**src/rtl/multihand_bank_if.sv**
```systemverilog
`default_nettype none
// ============================================================================
//  Module      : multihand_bank_if
//  Description : Bundle between the game FSM (master) and the multi-hand
//                card bank (slave). Carries deal/clear requests, the card
//                read port and the per-hand status vectors.
//  Ports       : none; the signals below are grouped by modport.
//                master - drives deal/clear requests and read address,
//                         observes ready, read data, current card, status.
//                slave  - the bank side of the same signals.
//  Revision    : 1.0 - initial release
// ============================================================================
interface multihand_bank_if #(
    parameter int NUM_HANDS = 2,
    parameter int MAX_CARDS = 3
);
    localparam int HW = (NUM_HANDS > 1) ? $clog2(NUM_HANDS) : 1;
    localparam int SW = (MAX_CARDS > 1) ? $clog2(MAX_CARDS) : 1;
    localparam int CW = $clog2(MAX_CARDS + 1);

    logic                    deal_valid;
    logic [HW-1:0]           deal_hand;
    logic                    deal_ready;
    logic                    clear_valid;
    logic [HW-1:0]           clear_hand;
    logic [HW-1:0]           rd_hand;
    logic [SW-1:0]           rd_slot;
    logic [3:0]              rd_card;
    logic [3:0]              new_card;
    logic [4*NUM_HANDS-1:0]  score_out;
    logic [CW*NUM_HANDS-1:0] count_out;
    logic [NUM_HANDS-1:0]    full_out;
    logic [NUM_HANDS-1:0]    natural_out;

    modport master (
        output deal_valid, deal_hand, clear_valid, clear_hand, rd_hand, rd_slot,
        input  deal_ready, rd_card, new_card, score_out, count_out, full_out,
               natural_out
    );

    modport slave (
        input  deal_valid, deal_hand, clear_valid, clear_hand, rd_hand, rd_slot,
        output deal_ready, rd_card, new_card, score_out, count_out, full_out,
               natural_out
    );
endinterface
`default_nettype wire

```
**src/rtl/multihand_bank.sv**
```systemverilog
`default_nettype none
// ============================================================================
//  Module      : multihand_bank
//  Description : NUM_HANDS card hands of up to MAX_CARDS cards each. A
//                free-running 1..13 deal counter supplies the current card,
//                which is appended to a hand on a valid/ready handshake.
//                Each hand keeps an incremental baccarat score (mod 10),
//                a card count, full/natural flags, and a registered read
//                port for display logic.
//  Ports       : clk   - clock, all state updates on rising edge
//                reset - synchronous active-high reset
//                bus   - slave side of multihand_bank_if (deal/clear
//                        requests, read port, current card, status vectors)
//  Revision    : 1.0 - initial release
// ============================================================================
module multihand_bank #(
    parameter int NUM_HANDS = 2,
    parameter int MAX_CARDS = 3
) (
    input  wire logic        clk,
    input  wire logic        reset,
    multihand_bank_if.slave  bus
);
    localparam int HW = (NUM_HANDS > 1) ? $clog2(NUM_HANDS) : 1;
    localparam int SW = (MAX_CARDS > 1) ? $clog2(MAX_CARDS) : 1;
    localparam int CW = $clog2(MAX_CARDS + 1);

    // Architectural state
    logic [3:0]    slot_q  [NUM_HANDS][MAX_CARDS];
    logic [CW-1:0] count_q [NUM_HANDS];
    logic [3:0]    score_q [NUM_HANDS];
    logic [3:0]    card_q;
    logic [3:0]    card_d;
    logic [3:0]    rd_card_q;
    logic [3:0]    rd_card_d;

    // Per-hand combinational terms
    logic [NUM_HANDS-1:0] w_full;
    logic [NUM_HANDS-1:0] w_clear_hit;
    logic [NUM_HANDS-1:0] w_deal_ok;
    logic [NUM_HANDS-1:0] w_deal_acc;
    logic [4:0]           w_sum     [NUM_HANDS];
    logic [3:0]           w_score_d [NUM_HANDS];
    logic [3:0]           w_card_val;

    // Face cards and tens are worth zero in baccarat.
    assign w_card_val = (card_q <= 4'd9) ? card_q : 4'd0;
    assign card_d     = (card_q == 4'd13) ? 4'd1 : card_q + 4'd1;

    genvar h;
    generate
        for (h = 0; h < NUM_HANDS; h++) begin : g_hand
            assign w_full[h]      = (count_q[h] == CW'(MAX_CARDS));
            assign w_clear_hit[h] = bus.clear_valid && (bus.clear_hand == HW'(h));
            // A hand index with no matching hand never sets any bit here,
            // so out-of-range deal_hand yields deal_ready = 0 naturally.
            assign w_deal_ok[h]   = (bus.deal_hand == HW'(h)) && !w_full[h]
                                    && !w_clear_hit[h];
            assign w_deal_acc[h]  = bus.deal_valid && w_deal_ok[h];

            // Both operands are 0..9, so one conditional subtract suffices.
            assign w_sum[h]     = {1'b0, score_q[h]} + {1'b0, w_card_val};
            assign w_score_d[h] = (w_sum[h] >= 5'd10) ? (w_sum[h][3:0] - 4'd10)
                                                      : w_sum[h][3:0];

            assign bus.score_out[4*h +: 4]   = score_q[h];
            assign bus.count_out[CW*h +: CW] = count_q[h];
            assign bus.full_out[h]           = w_full[h];
            assign bus.natural_out[h]        = (count_q[h] == CW'(2))
                                               && ((score_q[h] == 4'd8) || (score_q[h] == 4'd9));
        end
    endgenerate

    assign bus.deal_ready = |w_deal_ok;
    assign bus.new_card   = card_q;
    assign bus.rd_card    = rd_card_q;

    // Uncounted slots read as zero, which also covers a slot being written
    // in the same cycle since its count has not yet advanced.
    always_comb begin
        rd_card_d = 4'd0;
        for (int hh = 0; hh < NUM_HANDS; hh++) begin
            for (int s = 0; s < MAX_CARDS; s++) begin
                if ((bus.rd_hand == HW'(hh)) && (bus.rd_slot == SW'(s))
                    && (CW'(s) < count_q[hh])) begin
                    rd_card_d = slot_q[hh][s];
                end
            end
        end
    end

    always_ff @(posedge clk) begin
        if (reset) begin
            card_q    <= 4'd1;
            rd_card_q <= 4'd0;
            for (int hh = 0; hh < NUM_HANDS; hh++) begin
                count_q[hh] <= '0;
                score_q[hh] <= 4'd0;
                for (int s = 0; s < MAX_CARDS; s++) begin
                    slot_q[hh][s] <= 4'd0;
                end
            end
        end else begin
            card_q    <= card_d;
            rd_card_q <= rd_card_d;
            for (int hh = 0; hh < NUM_HANDS; hh++) begin
                if (w_clear_hit[hh]) begin
                    count_q[hh] <= '0;
                    score_q[hh] <= 4'd0;
                    for (int s = 0; s < MAX_CARDS; s++) begin
                        slot_q[hh][s] <= 4'd0;
                    end
                end else if (w_deal_acc[hh]) begin
                    count_q[hh] <= count_q[hh] + CW'(1);
                    score_q[hh] <= w_score_d[hh];
                    for (int s = 0; s < MAX_CARDS; s++) begin
                        if (count_q[hh] == CW'(s)) begin
                            slot_q[hh][s] <= card_q;
                        end
                    end
                end
            end
        end
    end
endmodule
`default_nettype wire

```
**src/flat_wrapper.sv**
```systemverilog
// flat-port wrapper written by rule: the top's interface ports become plain ports
module multihand_bank_flat 
#(
    parameter int NUM_HANDS = 2,
    parameter int MAX_CARDS = 3
)
  (clk, reset, bus_deal_valid, bus_deal_hand, bus_clear_valid, bus_clear_hand, bus_rd_hand, bus_rd_slot, bus_deal_ready, bus_rd_card, bus_new_card, bus_score_out, bus_count_out, bus_full_out, bus_natural_out);
  multihand_bank_if #(.NUM_HANDS(NUM_HANDS), .MAX_CARDS(MAX_CARDS)) bus_i ();
  input  wire logic clk;
  input  wire logic reset;
  input wire logic [$bits(bus_i.deal_valid)-1:0] bus_deal_valid;
  input wire logic [$bits(bus_i.deal_hand)-1:0] bus_deal_hand;
  input wire logic [$bits(bus_i.clear_valid)-1:0] bus_clear_valid;
  input wire logic [$bits(bus_i.clear_hand)-1:0] bus_clear_hand;
  input wire logic [$bits(bus_i.rd_hand)-1:0] bus_rd_hand;
  input wire logic [$bits(bus_i.rd_slot)-1:0] bus_rd_slot;
  output wire logic [$bits(bus_i.deal_ready)-1:0] bus_deal_ready;
  output wire logic [$bits(bus_i.rd_card)-1:0] bus_rd_card;
  output wire logic [$bits(bus_i.new_card)-1:0] bus_new_card;
  output wire logic [$bits(bus_i.score_out)-1:0] bus_score_out;
  output wire logic [$bits(bus_i.count_out)-1:0] bus_count_out;
  output wire logic [$bits(bus_i.full_out)-1:0] bus_full_out;
  output wire logic [$bits(bus_i.natural_out)-1:0] bus_natural_out;
  assign bus_i.deal_valid = bus_deal_valid;
  assign bus_i.deal_hand = bus_deal_hand;
  assign bus_i.clear_valid = bus_clear_valid;
  assign bus_i.clear_hand = bus_clear_hand;
  assign bus_i.rd_hand = bus_rd_hand;
  assign bus_i.rd_slot = bus_rd_slot;
  assign bus_deal_ready = bus_i.deal_ready;
  assign bus_rd_card = bus_i.rd_card;
  assign bus_new_card = bus_i.new_card;
  assign bus_score_out = bus_i.score_out;
  assign bus_count_out = bus_i.count_out;
  assign bus_full_out = bus_i.full_out;
  assign bus_natural_out = bus_i.natural_out;
  multihand_bank #(.NUM_HANDS(NUM_HANDS), .MAX_CARDS(MAX_CARDS)) u_core (.clk(clk), .reset(reset), .bus(bus_i));
endmodule
```
**config.mk**
```make
export PLATFORM = sky130hd
export DESIGN_NAME = multihand_bank_flat
export DESIGN_NICKNAME = d
export VERILOG_FILES = /design/src/rtl/multihand_bank_if.sv /design/src/rtl/multihand_bank.sv /design/src/flat_wrapper.sv
export SDC_FILE = /design/constraint.sdc
export NUM_CORES = 1
export LEC_CHECK = 0
export CORE_ASPECT_RATIO = 1.4
export CORE_MARGIN = 2
export CORE_UTILIZATION = 38
export DETAILED_ROUTE_END_ITERATION = 6
export PLACE_DENSITY_LB_ADDON = 0.12
export SKIP_CTS_REPAIR_TIMING = 1
export SLEW_MARGIN = 25
export SYNTH_ARGS = -nofsm -noshare
export SYNTH_HDL_FRONTEND = slang
export SYNTH_SLANG_ARGS = --single-unit
export TNS_END_PERCENT = 1
```
**constraint.sdc**
```tcl
create_clock -name clk -period 8.8 [get_ports clk]
set_input_delay 1.76 -clock clk [delete_from_list [all_inputs] [get_ports clk]]
set_output_delay 1.76 -clock clk [all_outputs]
set_load 0.005 [all_outputs]
```
# After elaboration in Yosys (flattened, before gate mapping)
# Memory sizes are Yosys's and may differ from the RTL's.
# Cells that the tools add are included.
[word_totals]
mem_bits_rw = 36
output_inout_bits = 25
mem_count = 3
latchBits = 0
ff_bits = 8
mem_bits_ro = 0
elab_cells = 165
[mem_list]
columns = ["name", "depth", "word_bits", "read_ports", "rd_clocked_by_memory_dff", "write_ports", "line_no", "text"]
rows = [
  ["u_core.slot_q", 2, 12, 2, 0, 2, "multihand_bank.sv:29", "logic [3:0] slot_q [NUM_HANDS][MAX_CARDS];"],
  ["u_core.score_q", 2, 4, 2, 0, 2, "multihand_bank.sv:31", "logic [3:0] score_q [NUM_HANDS];"],
  ["u_core.count_q", 2, 2, 2, 0, 2, "multihand_bank.sv:30", "logic [CW-1:0] count_q [NUM_HANDS];"],
]
[classes]
n_reduce_logical = 33
muxes = 75
n_bitwise = 23
n_addsub = 7
n_eq_ne = 13
magnitude_cmp = 9
n_shift = 0
multipliers = 0
div = 0
[ops]
columns = ["cell", "count"]
rows = [
  ["4-bit two-way mux", 25],
  ["1-bit two-way mux", 46],
  ["1-bit logical AND", 22],
  ["4-bit equality test (second input constant)", 5],
  ["1-bit OR", 20],
  ["4-bit by 4-bit adder with 5-bit output", 2],
  ["2-bit equality test (second input constant)", 5],
  ["5-bit by 4-bit >= comparator with 1-bit output (second input constant)", 2],
  ["1-bit by 2-bit less-than comparator with 1-bit output (first input constant)", 4],
  ["2-bit two-way mux", 4],
  ["4-bit subtractor (second input constant)", 2],
  ["2-bit by 1-bit equality test with 1-bit output (second input constant)", 3],
  ["2-bit zero test", 3],
  ["2-bit by 1-bit adder with 2-bit output (second input constant)", 2],
  ["4-bit by 1-bit adder with 4-bit output (second input constant)", 1],
  ["4-bit <= comparator (second input constant)", 1],
  ["1-bit zero test", 4],
  ["2-bit less-than comparator (first input constant)", 2],
  ["2-bit OR reduction", 2],
  ["1-bit NOT", 3],
  ["1-bit logical OR", 2],
]

# Logic depth before layout (Yosys ltp)
# An unclocked memory read counts as a cell.
[logic_depth]
depth_word = 11
mapped_depth = 15
depth_no_buf = 14

# Least setup slack after synthesis
# No wires, ideal clock.
[synth_path]
path_type = "input-to-output"
start = "input bus_deal_hand"
end = "output bus_deal_ready"
n_path_buf = 0
arrival_ns = 2.138
path_stages = 2
slack_ns = 4.902
path_cell_list = "xnor2_1 > a221oi_1"
[synth_via]
elab_chain_cells = 4
word_cells_on_any_way = 6
cone_classes = "bitwise (1); reduce/logical (5)"
[synth_lines]
columns = ["element", "line_no", "text"]
rows = [
  ["start, declared", "flat_wrapper.sv:12", "input wire logic [$bits(bus_i.deal_hand)-1:0] bus_deal_hand;"],
  ["1-bit NOT", "multihand_bank.sv:57", "assign w_deal_ok[h] = (bus.deal_hand == HW'(h)) && !w_full[h]"],
  ["1-bit logical AND", "multihand_bank.sv:57", ""],
  ["1-bit logical AND", "multihand_bank.sv:58", "&& !w_clear_hit[h];"],
  ["2-bit OR reduction (*)", "multihand_bank.sv:74", "assign bus.deal_ready = |w_deal_ok;"],
  ["end, declared", "flat_wrapper.sv:17", "output wire logic [$bits(bus_i.deal_ready)-1:0] bus_deal_ready;"],
]
# Mark *: on every way between the ends. The rest lies on a longest branch, timed or not.

# Worst setup path in the final report
# Ends and elaborated chain as after synthesis.

==> flow_summary.toml <==
[cells_and_area]
fin_nets = 337
final_common_cell = "nand2_1"
final_cells = 402
multi_input_area_mm2 = 0.001340
register_area_mm2 = 0.001201
drive_above_1_share_pct = 4.235
fill_cells = 700
syn2layout_area_growth_pct = 19.45
final_cell_area_mm2 = 0.003158
n_antenna_cell = 0
mostFrequentLayoutCells = "nand2_1, clkdlybuf4s50_1, edfxtp_1"

[clocking]
clkTransAtPathRegs_ns = 0.08
clock_path_buffers = 2
cts_tree = "built"
cts_root_buf = "clkbuf_8"
cts_made_buffers = 5
h-tree-depth = 2
clock_sinks = 44
insertion_delay_ns = 0.30

[placed_design]
place_area_mm2 = 0.003050
hpwlAfterDp_um = 4751
dp_cells = 394
io_buffers = 33
gp_congestion = 0.8018

[global_route]
grt_max_degree = 18
antenna_found_initial = 0
grt_util_all_layers_pct = 17.39
grt_pass1_vias = 2004
overflow = 0
grt_pass1_wl_um = 9763

[pwr]
p_total_w = 0.0005284
swShare_pct = 29.18
intPower_w = 0.0003742
peakVddDrop_mv = 0.06610
power_density_mw_per_mm2 = 167.3
p_seq_share_pct = 47.3
leakage_nw = 1.209
pwr-share-comb_pct = 23.5
power.switching_w = 0.0001542
pwr-share-clk_pct = 29.2

[die]
ios = 34
rows = 36
dieArea_mm2 = 0.007650
die_h_um = 102.7
core-area_mm2 = 0.006847
fp.dieW_um = 74.50
start_util_pct = 38.61

[timing]
fin_crit_sh_pct = 58.21
finalHoldViolations = 0
fmax_mhz = 195.2
period_needed_ns = 5.122
fin_worst_skew_ns = 0.006749
setup_viol = 0
tns_ns = 0
tightest_slew_ns = 0.7711
slew_viol_final = 0
grt_setup_unrepaired = "no"
relSlewSlack_pct = 48.60

[critical_path]
path_max_fanout = 6
crit_required_ns = 7.04
r2r-end = "u_core.score_q[0][1]"
timing.rr.start = "u_core.bus.new_card[1]"
path_class = "primary input to primary output"
worst_setup_path_end_kind = "primary output"
r2r_cells = 14
worstSetupStartpointType = "primary input"
cp.arrival_ns = 3.36
reg2reg_slack_ns = 4.72

[routing]
drt-pass1-iter-count = 4
wl_per_cell_um = 15.40
drc = 0
via_per_inst = 5.289
drtIter0Drc = 131
wirelength_um = 6192
vias = 2126
ant_nets = 0

[yosys]
ys_ff_latch = 44
synthCells = 276
ys_seq_area_share_pct = 45.43
ys.warnings.count = 0
synth_ff_type = "edfxtp_1"
syn_avg_cell_area_um2 = 9.579
syn_area_mm2 = 0.002644
async_flop_share_pct = 0
synth.distinct_cells = 50
synthTopCellsByArea = "edfxtp_1, ha_1, dfxtp_1"
synth_top_cell_by_area = "edfxtp_1"
syn-num-nets = 307
synth_edf_count = 32
synth_top_area_share_pct = 36.35

[min_path]
min_path_type = "register to register"
hp-start = "u_core.slot_q[0][11]"
whs_path_depth = 2
worstHoldEndpoint = "u_core.slot_q[0][11]"

[flow_run]
drv_cap = 0

[run_status]
status = "finished clean"
[metrics by stage]
step	hold WS [ns]	utilization, %	worst slack, ns
after detailed placement	0.4459	44.55	3.675
after floorplan	0.4288	-	4.902
after CTS	0.4572	46.13	3.678
after global routing	0.4691	46.13	3.614
final	0.4561	46.13	3.678
after global placement	0.4396	44.55	3.639
[synth_stat cells (5+ instances only)]
| master | n |
|---|---|
| a21oi_1 | 13 |
| a22oi_1 | 8 |
| a31oi_1 | 5 |
| and2_1 | 5 |
| clkbuf_1 | 6 |
| dfxtp_1 | 12 |
| edfxtp_1 | 32 |
| ha_1 | 22 |
| inv_1 | 15 |
| nand2_1 | 38 |
| nand3_1 | 9 |
| nor2_1 | 28 |
| nor3_1 | 8 |
| o21ai_0 | 5 |
| o21ai_1 | 11 |
| xnor2_1 | 5 |
[flip-flops by register name (all words and copies together), names as in the netlist]
signal and cells:
u_core.count_q 4, u_core.slot_q 24, u_core.bus.new_card 4, u_core.bus.rd_card 4, u_core.score_q 8
[power groups by stage]
stage,combinational [W],clock [W],sequential (W)
floorplan,0.0000856,0,0.000248
global placement,0.000124,0,0.000255
detailed placement,0.000124,0,0.000255
CTS,0.000125,0.000155,0.000250
global route,0.000140,0.000167,0.000252
finish,0.000124,0.000155,0.000250
[area by class of cell]
cell class	instances	area share, %
Multi-Input combinational cell	206	42.43
Sequential cell	44	38.03
Timing Repair Buffer	33	10.46
Tap cell	95	3.764
Clock buffer	6	2.298
Inverter	16	1.902
Clock inverter	2	1.109
[critical path: stages]
cell             delay [ns]
clkdlybuf4s50_1        0.53
xnor2_1                0.18
a221oi_1               0.32
clkdlybuf4s50_1        0.57
[how the worst max path moves through the flow]
stage                              from        endpoint  slack (ns)  cells past startpoint
after global routing      bus_deal_hand  bus_deal_ready        3.61                      4
after global placement    bus_deal_hand  bus_deal_ready        3.64                      4
after floorplan           bus_deal_hand  bus_deal_ready        4.90                      2
after detailed placement  bus_deal_hand  bus_deal_ready        3.68                      4
final                     bus_deal_hand  bus_deal_ready        3.68                      4
after CTS                 bus_deal_hand  bus_deal_ready        3.68                      4
[logic make-up (layout without fill, tap and decap cells)]
| kind of cell | Yosys count | after routing | share of synthesized area, % |
|---|---|---|---|
| DFF | 44 | 44 | 45.43 |
| xor gates and xnor gates | 7 | 7 | 2.603 |
| adders and majority gates | 22 | 22 | 10.41 |
| muxes | 1 | 1 | 0.4259 |
| and+or+nand+nor | 114 | 114 | 21.58 |
| AOI/OAI and AO/OA | 62 | 62 | 15.67 |
| buffers and inverters | 26 | 57 | 3.880 |
[per-layer routing]
layer  track usage, %  vias up  routed length (um)
met5                0        -                   0
met4            8.929        0                 117
met1            19.63     1000                2527
met2            30.84       43                3329
li1                 -     1073                   -
met3            3.030       10                 218
(Power assumes the default switching activity.)
